==> src/rtl/mem_wb_stage_pkg.sv <==
// Shared core definitions for the MEM/WB stage: register index width,
// the hard-wired zero register and the stage state encoding.
package mem_wb_stage_pkg;

  localparam int unsigned REG_IDX_W = 5;
  localparam logic [REG_IDX_W-1:0] REG_ZERO = '0;

  typedef enum logic {
    RUN  = 1'b0,
    WAIT = 1'b1
  } state_t;

endpackage

==> src/rtl/sat_counter.sv <==
// Saturating up-counter with enable and asynchronous active-high reset.
module sat_counter #(
  parameter int unsigned width = 32
) (
  input  logic             clk,
  input  logic             rst,
  input  logic             en,
  output logic [width-1:0] count
);

  always_ff @(posedge clk or posedge rst) begin
    if (rst) begin
      count <= '0;
    end else if (en && (count != '1)) begin
      count <= count + width'(1);
    end
  end

endmodule

==> src/rtl/mem_wb_stage.sv <==
// Memory-to-writeback stage: picks ALU or load data, registers the write-back
// triple and parks a missing load until the cache answers.
module mem_wb_stage
  import mem_wb_stage_pkg::*;
#(
  parameter int unsigned bit_size = 32,
  parameter int unsigned cnt_size = 32
) (
  input  logic                 clk,
  input  logic                 rst,
  input  logic                 in_valid,
  input  logic                 in_reg_write,
  input  logic                 in_mem_to_reg,
  input  logic                 in_mem_read,
  input  logic [REG_IDX_W-1:0] in_write_addr,
  input  logic [bit_size-1:0]  in_alu_result,
  input  logic                 cache_ready,
  input  logic [bit_size-1:0]  cache_rdata,
  output logic                 stall,
  output logic                 RegWrite,
  output logic [REG_IDX_W-1:0] Write_addr,
  output logic [bit_size-1:0]  Write_data,
  output logic [cnt_size-1:0]  miss_cycles
);

  state_t                 state;
  logic                   hold_reg_write;
  logic                   hold_mem_to_reg;
  logic [REG_IDX_W-1:0]   hold_addr;
  logic [bit_size-1:0]    hold_alu;
  logic                   load_miss;

  assign load_miss = in_valid & in_mem_read & ~cache_ready;

  // Gated by rst so a pending miss releases upstream the moment reset hits.
  assign stall = ~rst & ((state == WAIT) ? ~cache_ready : load_miss);

  always_ff @(posedge clk or posedge rst) begin
    if (rst) begin
      state           <= RUN;
      hold_reg_write  <= 1'b0;
      hold_mem_to_reg <= 1'b0;
      hold_addr       <= '0;
      hold_alu        <= '0;
      RegWrite        <= 1'b0;
      Write_addr      <= '0;
      Write_data      <= '0;
    end else begin
      case (state)
        RUN: begin
          if (load_miss) begin
            hold_reg_write  <= in_reg_write;
            hold_mem_to_reg <= in_mem_to_reg;
            hold_addr       <= in_write_addr;
            hold_alu        <= in_alu_result;
            RegWrite        <= 1'b0;
            state           <= WAIT;
          end else if (in_valid) begin
            RegWrite   <= in_reg_write & (in_write_addr != REG_ZERO);
            Write_addr <= in_write_addr;
            Write_data <= in_mem_to_reg ? cache_rdata : in_alu_result;
          end else begin
            RegWrite <= 1'b0;
          end
        end
        WAIT: begin
          // Upstream's instruction in the completing cycle is taken next RUN cycle.
          if (cache_ready) begin
            RegWrite   <= hold_reg_write & (hold_addr != REG_ZERO);
            Write_addr <= hold_addr;
            Write_data <= hold_mem_to_reg ? cache_rdata : hold_alu;
            state      <= RUN;
          end else begin
            RegWrite <= 1'b0;
          end
        end
      endcase
    end
  end

  sat_counter #(
    .width(cnt_size)
  ) u_miss_cnt (
    .clk  (clk),
    .rst  (rst),
    .en   (stall),
    .count(miss_cycles)
  );

endmodule

==> config.mk <==
export PLATFORM = sky130hd
export DESIGN_NAME = mem_wb_stage
export DESIGN_NICKNAME = d
export VERILOG_FILES = /design/src/rtl/mem_wb_stage_pkg.sv /design/src/rtl/sat_counter.sv /design/src/rtl/mem_wb_stage.sv
export SDC_FILE = /design/constraint.sdc
export NUM_CORES = 1
export LEC_CHECK = 0
export CAP_MARGIN = 20
export CORE_MARGIN = 4
export CORE_UTILIZATION = 49
export CTS_CLUSTER_DIAMETER = 100
export DETAILED_ROUTE_END_ITERATION = 12
export GPL_ROUTABILITY_DRIVEN = 0
export PLACE_DENSITY = 0.82
export SETUP_SLACK_MARGIN = 0.3
export SLEW_MARGIN = 0
export SYNTH_ARGS = -nofsm -noshare
export SYNTH_HDL_FRONTEND = slang
export SYNTH_SLANG_ARGS = --single-unit
==> constraint.sdc <==
create_clock -name clk -period 3.9 [get_ports clk]
set_input_delay 0.39 -clock clk [delete_from_list [all_inputs] [get_ports clk]]
set_output_delay 0.39 -clock clk [all_outputs]
set_load 0.01 [all_outputs]
* After elaboration in Yosys (flattened, before gate mapping)
Cells that the tools add are included.
Cells by class: add/sub/neg operators 1, eq/ne operators 4, bitwise logic cells 8, reduce and logical (&&, ||, !) cells 5, multiplexer cells 18
Operator list (count):
- $mux W32 | 5
- $pmux W32 S2 | 1
- $add A32 B1 Y32 const B | 1
- $ne A32 B32 Y1 const B | 1
- $mux W5 | 3
- $pmux W5 S2 | 1
- $reduce_bool A5 Y1 | 2
- $mux W1 | 6
- $ne A2 B2 Y1 const B | 3
- $and A1 B1 Y1 | 5
- $pmux W1 S2 | 2
- $not A1 Y1 | 3
- $reduce_and A3 Y1 | 1
- $reduce_and A2 Y1 | 1
- $logic_and A1 B1 Y1 | 1
Storage, ports and cells: output and inout bits 71, register bits after elaboration 110

* Depth between registers and ports, before layout
Gate-level depths: netlist (run 1).
word-level depth 5, mapped depth 6, gate-level depth less buffers 6

* Modules after synthesis
Synthesis (run 1) repeated with hierarchy kept, for this count alone.
Unflattened totals: cell total of the unflattened synthesis 429, area total of the unflattened synthesis 5753.0 µm²
Modules (own cells, without submodules):
- mem_wb_stage | cells an instance 290, area an instance 4191.5 µm², times used 1
- sat_counter | cells an instance 139, area an instance 1561.5 µm², times used 1

* Worst setup path before layout (run 1)
No wires, ideal clock.
kind register -> register, start point register u_miss_cnt.count[0], end point register u_miss_cnt.count[1], required time 3775 ps, stages on the path, launching flop included 6, setup slack 1956 ps, buffers on the path 0, library setup time 125 ps, data arrival time 1819 ps, path through dfrtp_1 -> ha_1 -> and4_2 -> nand4_4 -> o31ai_4 -> mux2_4
On the way: word-level cells in the longest chain between the ends 2, elaborated cells on any way between the ends 3
Ends and longest elaborated chain:
- start, declared | RTL line sat_counter.sv:8 | output logic [width-1:0] count
- start signal, assigned | RTL line sat_counter.sv:15 | count <= count + width'(1);
- parallel branches: the longest is 2 deep, another holds $add A32 B1 Y32
Parallel ways; which one is timed is not known. A chain may end at the register's enable or synchronous reset.

* Worst setup path after layout (run 1)
start point register state, end point output stall
On the way: word-level cells in the longest chain between the ends 2
Ends and longest elaborated chain:
- start, declared | RTL line mem_wb_stage.sv:26 | state_t state;
- start signal, assigned | RTL line mem_wb_stage.sv:40 | state <= RUN;
- start signal, assigned | RTL line mem_wb_stage.sv:57 | state <= WAIT;
- start signal, assigned | RTL line mem_wb_stage.sv:72 | state <= RUN;
- $mux W1 | RTL line mem_wb_stage.sv:36 | assign stall = ~rst & ((state == WAIT) ? ~cache_ready : load_miss);
- $and A1 B1 Y1 | RTL line mem_wb_stage.sv:36
- end, declared | RTL line mem_wb_stage.sv:19 | output logic stall,
Every way passes these cells.

==> results of run 1 <==
==> cell usage after synthesis (2+ instances only) <==
library cell,instances,area [um2]
mux2i_1,37,370
and4_1,4,35.0
and3_2,2,15.0
o21ai_0,70,350
nor3_4,2,32.5
inv_1,3,11.3
nand2_1,83,312
nand3_1,9,45.0
buf_4,2,15.0
nand4_1,6,37.5
nor2_1,18,67.6
buf_2,6,30.0
and2_1,2,12.5
nand4_2,2,25.0
nor3_1,11,55.1
and4_2,2,20.0
mux2_2,71,800
xor2_1,25,219
or4_1,2,15.0
buf_1,4,15.0
nand4_4,2,42.5
dfrtp_1,110,2750
xnor2_1,5,43.8
nand4b_1,3,26.3
clkbuf_1,17,63.8
==> through the flow <==
stage | cells | hold WS [ns]
finish | 795 | 0.484
global route | 795 | 0.516
CTS | 795 | 0.489
detailed placement | 779 | 0.474
global placement | 779 | 0.462
floorplan | 516 | 0.456
==> worst max-delay path by stage <==
stage	to	slack, ns	startpoint	cells after the start
after floorplan	RegWrite	0.61	rst	1
after global placement	hold_alu[15]	1.33	cache_ready	5
after detailed placement	hold_alu[15]	1.24	cache_ready	5
after CTS	stall	1.15	state	3
after global routing	stall	1.05	state	3
final	stall	1.14	state	3
==> worst max-delay path, stage by stage (launching register included) <==
cell and delay (ns):
dfrtp_2 0.80, a21oi_2 0.16, nor3_4 0.41, clkdlybuf4s50_1 0.65
==> layout by cell type, fill, tap and decap left out, types with 2 or more instances in the layout <==
cell type / synthesis / final
mux2_2: 71 / 71
mux2i_1: 37 / 37
dfrtp_2: 0 / 2
and4_2: 2 / 2
nand4_4: 2 / 2
and2_1: 2 / 2
inv_6: 0 / 2
or4_1: 2 / 2
nand4_1: 6 / 6
nand3_1: 9 / 9
inv_1: 3 / 2
xor2_1: 25 / 25
clkbuf_8: 0 / 2
o21ai_0: 70 / 70
nor3_1: 11 / 11
and4_1: 4 / 4
clkbuf_16: 0 / 9
nand2_1: 83 / 83
buf_4: 2 / 6
nor2_1: 18 / 18
clkdlybuf4s50_1: 0 / 146
and3_2: 2 / 2
clkinvlp_4: 0 / 2
nand4_2: 2 / 2
nor3b_2: 1 / 2
nor3_4: 2 / 2
dfrtp_1: 110 / 108
nand4b_1: 3 / 3
xnor2_1: 5 / 5
==> layout make-up <==
| type | instances | area (um2) |
|---|---|---|
| Tap cell | 140 | 175 |
| Sequential cell | 110 | 2760 |
| Clock buffer | 11 | 253 |
| Inverter | 3 | 13.8 |
| Fill cell | 865 | 3550 |
| Multi-Input combinational cell | 374 | 2730 |
| Clock inverter | 5 | 41.3 |
| Timing Repair Buffer | 152 | 1510 |
==> logic make-up (layout without fill, tap and decap cells) <==
family / count (synthesis) / count (layout) / synth area share [%]
xor+xnor: 30 / 30 / 4.69
simple gates: 158 / 158 / 15.0
compound gates: 76 / 76 / 7.35
mux: 109 / 109 / 21.2
buf+inv: 32 / 171 / 2.41
flops: 110 / 110 / 49.2
fa+ha+maj: 1 / 1 / 0.223
==> power groups by stage <==
stage / logic [uW] / clock network, uW / registers (uW)
after floorplan: 385 / 0 / 1490
after global placement: 724 / 0 / 1500
after CTS: 755 / 912 / 1490
final: 745 / 896 / 1490
after detailed placement: 751 / 0 / 1510
after global routing: 817 / 955 / 1520
==> routing by layer <==
| layer | vias up | global-route usage, % | part of all wire, % |
|---|---|---|---|
| met5 | - | 0 | 0 |
| met4 | 0 | 4.23 | 0.91 |
| met3 | 13 | 5.79 | 7.8 |
| met2 | 156 | 35.5 | 47 |
| met1 | 2151 | 28.9 | 44 |
| li1 | 2092 | - | - |
==> summary.txt, run 1 <==
Die
  – Row count: 38
  – Num ports: 147
  – Initial core utilization: 50.8%
  – Die area: 13200 um2
  – Placeable Area: 11000 um2
  – Die Wd: 115 um
  – Die Y: 115 um

Status
  – Status: finished, final reports clean

Setup path
  – Worst r2r path cells: 5
  – R2r endpoint: u_miss_cnt.count[30]
  – CP startpoint kind: flip-flop
  – Data required time at the worst endpoint: 3.51 ns
  – Max FO, Critical Path: 33
  – R2R Setup Slk: 1.62 ns
  – Setup CP Type: flip-flop to output port
  – RR Startpoint: state
  – Critical path arrival: 2.37 ns
  – Crit. End Element: output port

Pwr
  – Clock share of power: 28.6%
  – P_leak: 0.00321 uW
  – Comb pwr share: 23.8%
  – Peak VDD IR: 247 uV
  – Internal power: 2250 uW
  – Sw power: 886 uW
  – Reg power frac: 47.7%
  – Tot Pwr: 3130 uW
  – Power Density: 419 nW/um2
  – Switching share of power: 28.3%

Routing
  – Routed len/inst: 17.8 um
  – First-pass iteration count of the detailed router: 4
  – Vias: 4412
  – WL final: 14100 um
  – DRC violations left: 0
  – Remaining antenna violation count after routing: 0
  – DR iter-0 viols: 215
  – Vias/cell: 5.55

Min path
  – Worst min-delay path startpoint: Write_addr[2]
  – Hold Path Sink: Write_addr[2]
  – Worst hold path stage count: 2
  – Hold WC Path Type: flip-flop to flip-flop

Clock network
  – Reg clk slew, reported paths: 0.07 ns
  – Total CTS buffers: 9
  – Worst-Skew Late Latency: 0.34 ns
  – Deepest clock path buffer count: 2
  – Hold Buf Count CTS: 0
  – Post_cts resized: 0
  – CTS sink cnt: 110
  – CTS root buf: clkbuf_16
  – Postcts setup bufs: 0
  – CTS tree: built
  – H-tree depth: 3

GRT
  – Total Routing Usage GR: 21.5%
  – Initial antenna violation count: 0
  – Largest net degree at the start of global routing: 75
  – First-pass GRT wire length: 23000 um
  – Total grt overflow: 0
  – Number of global-route vias before repair: 4603

Final layout
  – Final Util: 67.8%
  – Fraction of layout cells with a size suffix above 1: 17.6%
  – Final Net Count: 727
  – Area Growth Syn to Fin: 33.5%
  – Final Instance Area: 7480 um2
  – ANT cells: 0
  – Biggest regs: Write_data (32), hold_alu (32), u_miss_cnt.count (32)

Synthesis
  – Synth async-reset ratio: 100%
  – Post-synthesis sequential area ratio: 49.2%
  – YS warnings: 0
  – Synth unique cells: 43
  – Synthesized flop and latch total: 110
  – Post-Synthesis Cells: 516
  – Syn Nets: 593
  – Mean Syn Cell Area: 10.9 um2
  – Post-synth EDFFs: 0
  – Post-synth top flop: dfrtp_1
  – Syn Std Cell Area: 5600 um2

STA
  – Peak Freq: 362 MHz
  – Final setup fails: 0
  – Final Hold Viols: 0
  – RSZ-0062 raised after global routing: no
  – Worst-margin pin slew: 0.985 ns
  – Fin crit period: 2.76 ns
  – Worst relative slew slack: 34.3%
  – Setup ws final: 1.14 ns
  – Total negative slack: 0 ns
  – Clock skew: 0.00914 ns
  – Fin crit share: 70.8%
  – Slew Limit Fails: 0

Placement
  – Placement Setup Slack: 1.24 ns
  – Area after DPL: 7180 um2
  – PortBufs: 146
  – Hpwl dp: 9920 um

Run
  – Number of max-cap violations: 0
Power figures use the tool's default switching activity.
==> inputs of run 2 (changes only) <==
- CORE_UTILIZATION: 49 -> 44
- PLACE_DENSITY: 0.82 -> 0.78
- clock period: 3.9 -> 2.25 ns (I/O delays scaled with it)
==> run 2 against run 1 <==
  * Sequential share of layout area down 1.3 points
  * Clock-buffer cell count rose by 2
  * Final cell count increased by 5.5%
  * Total power rose by 78%
  * Via count up 1.4%
  * Largest power group unchanged
  * Critical path type is now flip-flop to flip-flop
  * Die area grew 11%
  * Global-route usage shrank 1.4 points
  * Combinational power increased by 91%
  * Hold slack lost 0.19 ns
==> summary.txt, run 2 (synthesis results as in run 1) <==
GRT
  – Initial antenna violation count: 0
  – Largest net degree at the start of global routing: 75
  – Total Routing Usage GR: 20.1%
  – Number of global-route vias before repair: 4715
  – Total grt overflow: 0
  – First-pass GRT wire length: 23500 um

Setup path
  – Cell Chain, Critical Path: and4_2 > nand4_2 > o31ai_4 > buf_12 > mux2_4
  – Crit. End Element: flip-flop
  – Critical path arrival: 2.12 ns
  – Largest stage delay, worst path: 0.45 ns
  – CP startpoint kind: flip-flop
  – R2R Setup Slk: 0.36 ns
  – Data required time at the worst endpoint: 2.48 ns
  – Max FO, Critical Path: 9
  – Worst path slowest cell: dfrtp_1
  – Setup CP Type: flip-flop to flip-flop

Die
  – Die Y: 121 um
  – Die Wd: 121 um
  – Row count: 40
  – Num ports: 147
  – Die area: 14600 um2
  – Placeable Area: 12200 um2
  – Initial core utilization: 45.9%

Pwr
  – Sw power: 1510 uW
  – Reg power frac: 45.2%
  – Comb pwr share: 25.6%
  – Power Density: 719 nW/um2
  – Clock share of power: 29.2%
  – Internal power: 4060 uW
  – Peak VDD IR: 496 uV
  – Switching share of power: 27.1%
  – P_leak: 0.00332 uW

Final layout
  – Fraction of layout cells with a size suffix above 1: 19.5%
  – Area Growth Syn to Fin: 38.3%
  – Most frequent cells in the layout: clkdlybuf4s50_1 (146), dfrtp_1 (108), nand2_1 (83)
  – Final Util: 63.4%
  – Commonest non-fill, non-tap cell in the layout: clkdlybuf4s50_1
  – ANT cells: 0
  – Final Net Count: 743
  – Biggest regs: Write_data (32), hold_alu (32), u_miss_cnt.count (32)

Routing
  – First-pass iteration count of the detailed router: 4
  – Vias: 4474
  – Routed len/inst: 16.9 um
  – DRC violations left: 0
  – Remaining antenna violation count after routing: 0
  – DR iter-0 viols: 328
  – Vias/cell: 5.33
  – WL final: 14200 um

STA
  – Clock skew: 0.0111 ns
  – Final Hold Viols: 0
  – RSZ-0062 raised after global routing: no
  – Total negative slack: 0 ns
  – Worst-margin pin slew: 0.486 ns
  – Fin crit share: 83.9%
  – Final setup fails: 0
  – Peak Freq: 530 MHz
  – Fin crit period: 1.89 ns
  – Slew Limit Fails: 0
  – Worst relative slew slack: 67.6%

Status
  – Status: finished, final reports clean

Clock network
  – CTS root buf: clkbuf_16
  – Reg clk slew, reported paths: 0.07 ns
  – CTS sink cnt: 110
  – Worst-Skew Late Latency: 0.35 ns
  – H-tree depth: 3
  – Total CTS buffers: 9
  – Deepest clock path buffer count: 2
  – CTS tree: built

Placement
  – Hpwl dp: 10200 um
  – PortBufs: 146

Min path
  – Hold WC Path Type: primary input to async pin

Run
  – Number of max-cap violations: 0
## run 2: cell types whose count changed in the layout (fill, tap and decap cells not counted), moves of 2 or more
cell	change
clkbuf_1	+2
inv_6	-2
buf_4	+8
buf_12	+8
## run 2: cell type report
type                    count  area (um2)
fillers                   977        4460
flip-flops and latches    110        2760
multi-input cells         374        2740
repair buffers            168        1730
clock buffers              13         260
well taps                 168         210
clock inverters             3        42.5
inverters                   3        15.0
## run 2: worst max-delay path: cells and delay by family (launching register included)
kind,cells,cell delay [ns]
buffers and inverters,1,0.16
DFF,1,0.45
AOI/OAI and AO/OA,1,0.33
muxes,1,0.29
and+or+nand+nor,2,0.52
## run 2: layer usage
metal	GRT usage [%]	vias to the layer above	part of all wire [%]
met2	31.7	148	46
met3	6.59	14	7.6
met5	0	-	0
li1	-	2114	-
met1	26.3	2198	45
met4	6.23	0	1.3
## run 2: stage by stage
step | area (um2) | cells | hold slack, ns | total power (uW) | setup WS (ns)
final | 7750 | 839 | 0.297 | 5570 | 0.362
after global routing | 7750 | 839 | 0.312 | 5870 | 0.300
after CTS | 7700 | 835 | 0.300 | 5610 | 0.313
after detailed placement | 7350 | 815 | 0.473 | 3960 | 0.155
after global placement | 7350 | 815 | 0.460 | 3900 | 0.248
after floorplan | 5600 | 516 | 0.291 | 3240 | 0.306
## run 2: worst paths after layout
| path | depth (start not counted) | to | from |
|---|---|---|---|
| max | 5 | u_miss_cnt.count[1] | u_miss_cnt.count[25] |
| min | 2 | u_miss_cnt.count[30] | rst |
| max reg2reg | 5 | u_miss_cnt.count[1] | u_miss_cnt.count[25] |
| min reg2reg | 2 | Write_data[17] | Write_data[17] |
| max in group asynchronous | 3 | state | rst |
| min in group clk | 2 | Write_data[17] | Write_data[17] |
## run 2: timing repair
action	4_1_cts	5_1_grt
buffers inserted	4	4
gates resized for setup	1	1
pin swaps	4	2
hold endpoints to repair	0	0
hold buffers	0	0
setup endpoints to repair	17	22
## run 2: power groups by stage
| stage | sequential [uW] | combinational [uW] | clock [uW] |
|---|---|---|---|
| after floorplan | 2580 | 668 | 0 |
| after global placement | 2550 | 1350 | 0 |
| after detailed placement | 2570 | 1390 | 0 |
| after CTS | 2530 | 1420 | 1660 |
| after global routing | 2560 | 1560 | 1740 |
| final | 2520 | 1420 | 1620 |
